File: src/rtl/i2c_slave_regfile.sv
// I2C slave register bank in the system clock domain. SCL/SDA are synchronised,
// glitch-filtered and edge-detected; a pointer byte selects the first register,
// and the pointer auto-increments on both writes and reads.
module i2c_slave_regfile #(
  parameter logic [6:0]  I2C_ADR    = 7'h27,
  parameter int unsigned NUM_REGS   = 8,
  parameter int unsigned FILTER_LEN = 3,
  parameter logic [7:0]  RESET_VAL  = 8'h00
) (
  input  logic                        clk,
  input  logic                        rst,
  input  logic                        scl_i,
  input  logic                        sda_i,
  output logic                        sda_oe,
  output logic [NUM_REGS*8-1:0]       regs_o,
  output logic                        wr_stb,
  output logic [$clog2(NUM_REGS)-1:0] wr_idx,
  output logic                        busy
);

  localparam int unsigned PW = $clog2(NUM_REGS);
  localparam int unsigned CW = 4;
  localparam int unsigned BW = 4;

  typedef enum logic [3:0] {
    S_IDLE, S_ADDR, S_ADDR_ACK, S_PTR, S_PTR_ACK,
    S_WDATA, S_WDATA_ACK, S_RDATA, S_RDATA_ACK
  } state_e;

  // Line bundles: bit 0 = SCL, bit 1 = SDA
  logic [1:0]         sync1_q, sync1_d, sync2_q, sync2_d;
  logic [1:0]         filt_q, filt_d, prev_q, prev_d;
  logic [1:0][CW-1:0] cnt_q, cnt_d;

  state_e                   state_q, state_d;
  logic [BW-1:0]            bit_cnt_q, bit_cnt_d;
  logic [7:0]               shreg_q, shreg_d;
  logic [7:0]               rd_sh_q, rd_sh_d;
  logic [PW-1:0]            ptr_q, ptr_d;
  logic                     rw_q, rw_d;
  logic [NUM_REGS-1:0][7:0] regs_q, regs_d;
  logic                     sda_oe_q, sda_oe_d;
  logic                     wr_stb_q, wr_stb_d;
  logic [PW-1:0]            wr_idx_q, wr_idx_d;
  logic                     busy_q, busy_d;

  logic       scl_f, sda_f, start_ev, stop_ev, scl_rise, scl_fall;
  logic [7:0] rx_byte;

  // Synchroniser and per-line filter: a line flips only after FILTER_LEN equal samples
  always_comb begin
    sync1_d = {sda_i, scl_i};
    sync2_d = sync1_q;
    filt_d  = filt_q;
    prev_d  = filt_q;
    cnt_d   = '0;
    for (int i = 0; i < 2; i++) begin
      if (sync2_q[i] != filt_q[i]) begin
        if (cnt_q[i] == CW'(FILTER_LEN - 1)) begin
          filt_d[i] = sync2_q[i];
        end else begin
          cnt_d[i] = cnt_q[i] + CW'(1);
        end
      end
    end
  end

  assign scl_f    = filt_q[0];
  assign sda_f    = filt_q[1];
  assign start_ev = prev_q[1] & ~sda_f & prev_q[0] & scl_f;
  assign stop_ev  = ~prev_q[1] & sda_f & prev_q[0] & scl_f;
  assign scl_rise = ~prev_q[0] & scl_f;
  assign scl_fall = prev_q[0] & ~scl_f;
  assign rx_byte  = {shreg_q[6:0], sda_f};

  // Protocol FSM: bus conditions, byte shifting, register access and SDA drive
  always_comb begin
    state_d   = state_q;
    bit_cnt_d = bit_cnt_q;
    shreg_d   = shreg_q;
    rd_sh_d   = rd_sh_q;
    ptr_d     = ptr_q;
    rw_d      = rw_q;
    regs_d    = regs_q;
    sda_oe_d  = sda_oe_q;
    wr_stb_d  = 1'b0;
    wr_idx_d  = wr_idx_q;
    busy_d    = busy_q;

    if (start_ev) begin
      state_d   = S_ADDR;
      bit_cnt_d = '0;
      sda_oe_d  = 1'b0;
      busy_d    = 1'b1;
    end else if (stop_ev) begin
      state_d  = S_IDLE;
      sda_oe_d = 1'b0;
      busy_d   = 1'b0;
    end else begin
      case (state_q)
        S_ADDR, S_PTR, S_WDATA: begin
          if (scl_rise && bit_cnt_q != BW'(8)) begin
            shreg_d   = rx_byte;
            bit_cnt_d = bit_cnt_q + BW'(1);
            if (state_q == S_WDATA && bit_cnt_q == BW'(7)) begin
              regs_d[ptr_q] = rx_byte;
              wr_stb_d      = 1'b1;
              wr_idx_d      = ptr_q;
              ptr_d         = ptr_q + PW'(1);
            end
          end else if (scl_fall && bit_cnt_q == BW'(8)) begin
            bit_cnt_d = '0;
            sda_oe_d  = 1'b1;
            if (state_q == S_ADDR) begin
              if (shreg_q[7:1] == I2C_ADR) begin
                state_d = S_ADDR_ACK;
                rw_d    = shreg_q[0];
              end else begin
                state_d  = S_IDLE;
                sda_oe_d = 1'b0;
              end
            end else if (state_q == S_PTR) begin
              state_d = S_PTR_ACK;
              ptr_d   = shreg_q[PW-1:0];
            end else begin
              state_d = S_WDATA_ACK;
            end
          end
        end
        S_ADDR_ACK: begin
          if (scl_fall) begin
            if (rw_q) begin
              state_d  = S_RDATA;
              rd_sh_d  = regs_q[ptr_q];
              sda_oe_d = ~regs_q[ptr_q][7];
            end else begin
              state_d  = S_PTR;
              sda_oe_d = 1'b0;
            end
          end
        end
        S_PTR_ACK, S_WDATA_ACK: begin
          if (scl_fall) begin
            state_d  = S_WDATA;
            sda_oe_d = 1'b0;
          end
        end
        S_RDATA: begin
          if (scl_rise && bit_cnt_q != BW'(8)) begin
            bit_cnt_d = bit_cnt_q + BW'(1);
          end else if (scl_fall) begin
            if (bit_cnt_q == BW'(8)) begin
              state_d   = S_RDATA_ACK;
              bit_cnt_d = '0;
              sda_oe_d  = 1'b0;
            end else begin
              rd_sh_d  = {rd_sh_q[6:0], 1'b0};
              sda_oe_d = ~rd_sh_q[6];
            end
          end
        end
        S_RDATA_ACK: begin
          // bit_cnt marks that the master's ACK has been sampled
          if (scl_rise) begin
            if (sda_f) begin
              state_d = S_IDLE;
            end else begin
              ptr_d     = ptr_q + PW'(1);
              bit_cnt_d = BW'(1);
            end
          end else if (scl_fall && bit_cnt_q == BW'(1)) begin
            state_d   = S_RDATA;
            bit_cnt_d = '0;
            rd_sh_d   = regs_q[ptr_q];
            sda_oe_d  = ~regs_q[ptr_q][7];
          end
        end
        default: ;
      endcase
    end
  end

  // Input path registers; filters idle high
  always_ff @(posedge clk) begin
    if (rst) begin
      sync1_q <= 2'b11;
      sync2_q <= 2'b11;
      filt_q  <= 2'b11;
      prev_q  <= 2'b11;
      cnt_q   <= '0;
    end else begin
      sync1_q <= sync1_d;
      sync2_q <= sync2_d;
      filt_q  <= filt_d;
      prev_q  <= prev_d;
      cnt_q   <= cnt_d;
    end
  end

  // FSM, datapath and output registers
  always_ff @(posedge clk) begin
    if (rst) begin
      state_q   <= S_IDLE;
      bit_cnt_q <= '0;
      shreg_q   <= '0;
      rd_sh_q   <= '0;
      ptr_q     <= '0;
      rw_q      <= 1'b0;
      regs_q    <= {NUM_REGS{RESET_VAL}};
      sda_oe_q  <= 1'b0;
      wr_stb_q  <= 1'b0;
      wr_idx_q  <= '0;
      busy_q    <= 1'b0;
    end else begin
      state_q   <= state_d;
      bit_cnt_q <= bit_cnt_d;
      shreg_q   <= shreg_d;
      rd_sh_q   <= rd_sh_d;
      ptr_q     <= ptr_d;
      rw_q      <= rw_d;
      regs_q    <= regs_d;
      sda_oe_q  <= sda_oe_d;
      wr_stb_q  <= wr_stb_d;
      wr_idx_q  <= wr_idx_d;
      busy_q    <= busy_d;
    end
  end

  assign sda_oe = sda_oe_q;
  assign regs_o = regs_q;
  assign wr_stb = wr_stb_q;
  assign wr_idx = wr_idx_q;
  assign busy   = busy_q;

endmodule

File: config.mk
export PLATFORM = sky130hd
export DESIGN_NAME = i2c_slave_regfile
export DESIGN_NICKNAME = d
export VERILOG_FILES = /design/src/rtl/i2c_slave_regfile.sv
export SDC_FILE = /design/constraint.sdc
export NUM_CORES = 1
export LEC_CHECK = 0
export BUFFER_PORTS_ARGS = -buffer_cell sky130_fd_sc_hd__buf_2
export CAP_MARGIN = 40
export CORE_ASPECT_RATIO = 0.8
export CORE_MARGIN = 3
export CORE_UTILIZATION = 56
export CTS_CLUSTER_DIAMETER = 80
export DETAILED_ROUTE_END_ITERATION = 8
export GPL_TIMING_DRIVEN = 1
export PLACE_DENSITY = 0.78
export SYNTH_ARGS = -nofsm -noshare
export SYNTH_HDL_FRONTEND = slang
export SYNTH_SLANG_ARGS = --single-unit
export TNS_END_PERCENT = 30
File: constraint.sdc
create_clock -name clk -period 3.8 [get_ports clk]
set_input_delay 0.19 -clock clk [delete_from_list [all_inputs] [get_ports clk]]
set_output_delay 0.19 -clock clk [all_outputs]
set_load 0.01 [all_outputs]
==> results.sh <==
export IMPL_synth_mux_area_frac=0.221
export IMPL_worstPathArrival_ns=3.07
export IMPL_htreeDepth=4
export IMPL_grt_max_degree=45
export IMPL_setup_violations=0
export IMPL_place_hpwl_mm=9.59
export IMPL_p_leak_uw=0.00299
export IMPL_die_y_um=94.3
export IMPL_num_rows=31
export IMPL_min_path_cells=2
export IMPL_ctsResizeCount=0
export IMPL_synth_top_family_by_area="multiplexers"
export IMPL_ys_flop_type="dfxtp_1"
export IMPL_timing_rr_start="state_q[0]"
export IMPL_layout_nets=631
export IMPL_run_status="completed"
export IMPL_fmax_ghz=0.359
export IMPL_ant_nets=0
export IMPL_reg2reg_to="regs_o[1]"
export IMPL_worst_pin_slew_ns=0.862
export IMPL_final_core_util=0.708
export IMPL_grt_pass1_wl_mm=23.7
export IMPL_startpoint_type="register"
export IMPL_hold_end="regs_o[40]"
export IMPL_path_clk_slew_ns=0.05
export IMPL_rsz0062_at_grt="false"
export IMPL_grt_usage=0.283
export IMPL_synthAdderAreaFrac=0.0183
export IMPL_maxCapViolations=0
export IMPL_viasPerCell=6.11
export IMPL_total_power_uw=3050
export IMPL_synth_top_area_share=0.415
export IMPL_syn_to_final_growth_pct=20.2
export IMPL_drt_iter0_drc=450
export IMPL_synthArstFlopShare=0
export IMPL_synth_xor_area_frac=0.0161
export IMPL_synth_edf_count=0
export IMPL_finalHoldViolations=0
export IMPL_synth_nets=569
export IMPL_start_util=0.589
export IMPL_r2r_slack_ns=1.01
export IMPL_fin_crit_sh=0.734
export IMPL_yosysTopAreaCell="dfxtp_1"
export IMPL_port_buffers=73
export IMPL_avgSynthCellArea_um2=9.80
export IMPL_synth_cells=557
export IMPL_diodes=0
export IMPL_drc=0
export IMPL_insertion_delay_ns=0.42
export IMPL_die_area_mm2=0.0110
export IMPL_ys_seq_elements=113
export IMPL_finalSetupTns_ns=0
export IMPL_synthSimpleGateAreaFrac=0.204
export IMPL_coreArea_mm2=0.00927
export IMPL_yosys_warnings=0
export IMPL_grt_overflow=0
export IMPL_first_global_vias=4452
export IMPL_slew_violations=0
export IMPL_wl_mm=14.7
export IMPL_powerDensity_mw_per_mm2=465
export IMPL_skew_ns=0.0114
export IMPL_hp_class="input pin to register"
export IMPL_vdd_drop_max_mv=0.387
export IMPL_drt_first_pass_iters=6
export IMPL_period_needed_ns=2.79
export IMPL_synth_yosys_seq_area_share=0.415
export IMPL_num_vias=4567
export IMPL_die_x_um=116
export IMPL_cts_root_buf="clkbuf_16"
export IMPL_worstHoldStart="rst"
export IMPL_synth_area_top_cells="dfxtp_1 (41%), mux2i_1 (16%), nor2_1 (6.8%)"
export IMPL_slew_limit_headroom=0.421
export IMPL_clkSinkCount=113
export IMPL_path_class="register to register"
export IMPL_synth_compound_area_frac=0.0864
export IMPL_boundaryPins=74
export IMPL_endpoint_kind="register"
export IMPL_yosysUniqueCellTypes=67
export IMPL_drive_above_1_share=0.237
export IMPL_reg2reg_depth=5
export IMPL_numCtsBuffers=17
export IMPL_clock_path_buffers=2
export IMPL_worst_path_max_fanout=13
export IMPL_cp_required_ns=4.08
export IMPL_antenna_found_initial=0
export IMPL_place_gp_congestion=0.947
export IMPL_synth_cell_area_mm2=0.00546
export IMPL_wl_per_cell_um=19.7
export IMPL_cts_tree="done"
-- flip-flops by register name (all words and copies together), names as in the netlist, 3 cells and up --
register and count:
bit_cnt_q 4, cnt_q 8, ptr_q 3, rd_sh_q 7, regs_o 64, shreg_q 8
state_q 4, wr_idx 3
-- logic make-up after synthesis --
kind of cell,count (synthesis)
and+or+nand+nor,204
DFF,113
muxes,104
AOI/OAI and AO/OA,67
buffers and inverters,51
xor gates and xnor gates,10
adders and majority gates,8
-- worst max-delay path: stages (launching register included) --
cell and delay [ns]:
dfxtp_1 0.61, nor2b_1 0.61, nand3_4 0.29, or4_1 0.81
mux2i_1 0.28, nor2_1 0.06
-- Yosys cell counts, types with 4 or more instances --
master,instances
ha_1,8
mux2i_1,89
buf_2,15
inv_1,10
nand4_2,4
or2_2,9
mux4_2,13
o21ai_0,12
or4_1,5
nor2_1,99
nand3_1,10
nand2b_1,12
clkbuf_1,23
xnor2_1,7
nor2b_1,8
a211o_1,8
nand2_1,17
a21oi_1,15
nand4_1,4
dfxtp_1,113
nor3b_1,4
-- stage by stage --
step | cell area [um^2] | std cells | worst slack (ns) | hold WS [ns]
final | 6560 | 747 | 1.01 | 0.237
after CTS | 6560 | 747 | 1.06 | 0.233
after detailed placement | 5860 | 713 | 1.09 | 0.377
after global placement | 5840 | 712 | 1.14 | 0.372
after global routing | 6560 | 747 | 0.824 | 0.272
after floorplan | 5460 | 557 | 1.93 | 0.294
-- power breakdown --
part | total, uW | switching [uW] | leakage [uW] | internal [uW]
Clock | 1830 | 549 | 0.000334 | 1280
Combinational | 32.6 | 22.1 | 0.00175 | 10.6
Sequential | 1190 | 2.15 | 0.000911 | 1190
Total | 3050 | 573 | 0.00299 | 2480
-- cell type report --
type	count	area (um^2)
multi-input combinational	393	2980
timing repair buffer	82	450
tap	115	144
sequential	113	2260
clock inverter	10	204
clock buffer	22	474
inverter	12	45.0
fill	681	2710
-- what timing repair did --
item	4_1_cts	5_1_grt
setup endpoints to repair	0	0
buffers inserted	0	0
hold buffers	2	0
endpoints found under the hold margin	2	0
-- layout by cell type (no fill, tap or decap), types with 8 or more instances in the layout --
| master | Yosys | routed |
|---|---|---|
| nor2b_1 | 8 | 8 |
| nor2_1 | 99 | 99 |
| clkbuf_16 | 0 | 17 |
| nand2_1 | 17 | 17 |
| mux2i_1 | 89 | 89 |
| nand2b_1 | 12 | 12 |
| dfxtp_1 | 113 | 113 |
| or2_2 | 9 | 9 |
| ha_1 | 8 | 8 |
| buf_2 | 15 | 73 |
| a21oi_1 | 15 | 15 |
| inv_1 | 10 | 10 |
| a211o_1 | 8 | 8 |
| mux4_2 | 13 | 13 |
| o21ai_0 | 12 | 12 |
| nand3_1 | 10 | 10 |
-- routing by layer --
metal / global-route usage / wire length [um]
met1: 0.385 / 6490
met2: 0.432 / 6770
met3: 0.0824 / 1280
met4: 0.0889 / 188
met5: 0 / 0
-- how the worst max path moves through the flow --
stage	startpoint	end	depth (start not counted)
final	state_q[0]	regs_o[1]	5
after global routing	state_q[0]	regs_o[45]	5
after CTS	state_q[0]	regs_o[1]	5
after detailed placement	state_q[0]	regs_o[0]	5
after global placement	state_q[0]	regs_o[2]	5
after floorplan	bit_cnt_q[0]	regs_o[0]	7
No activity file was read; power rests on OpenSTA's default activity.
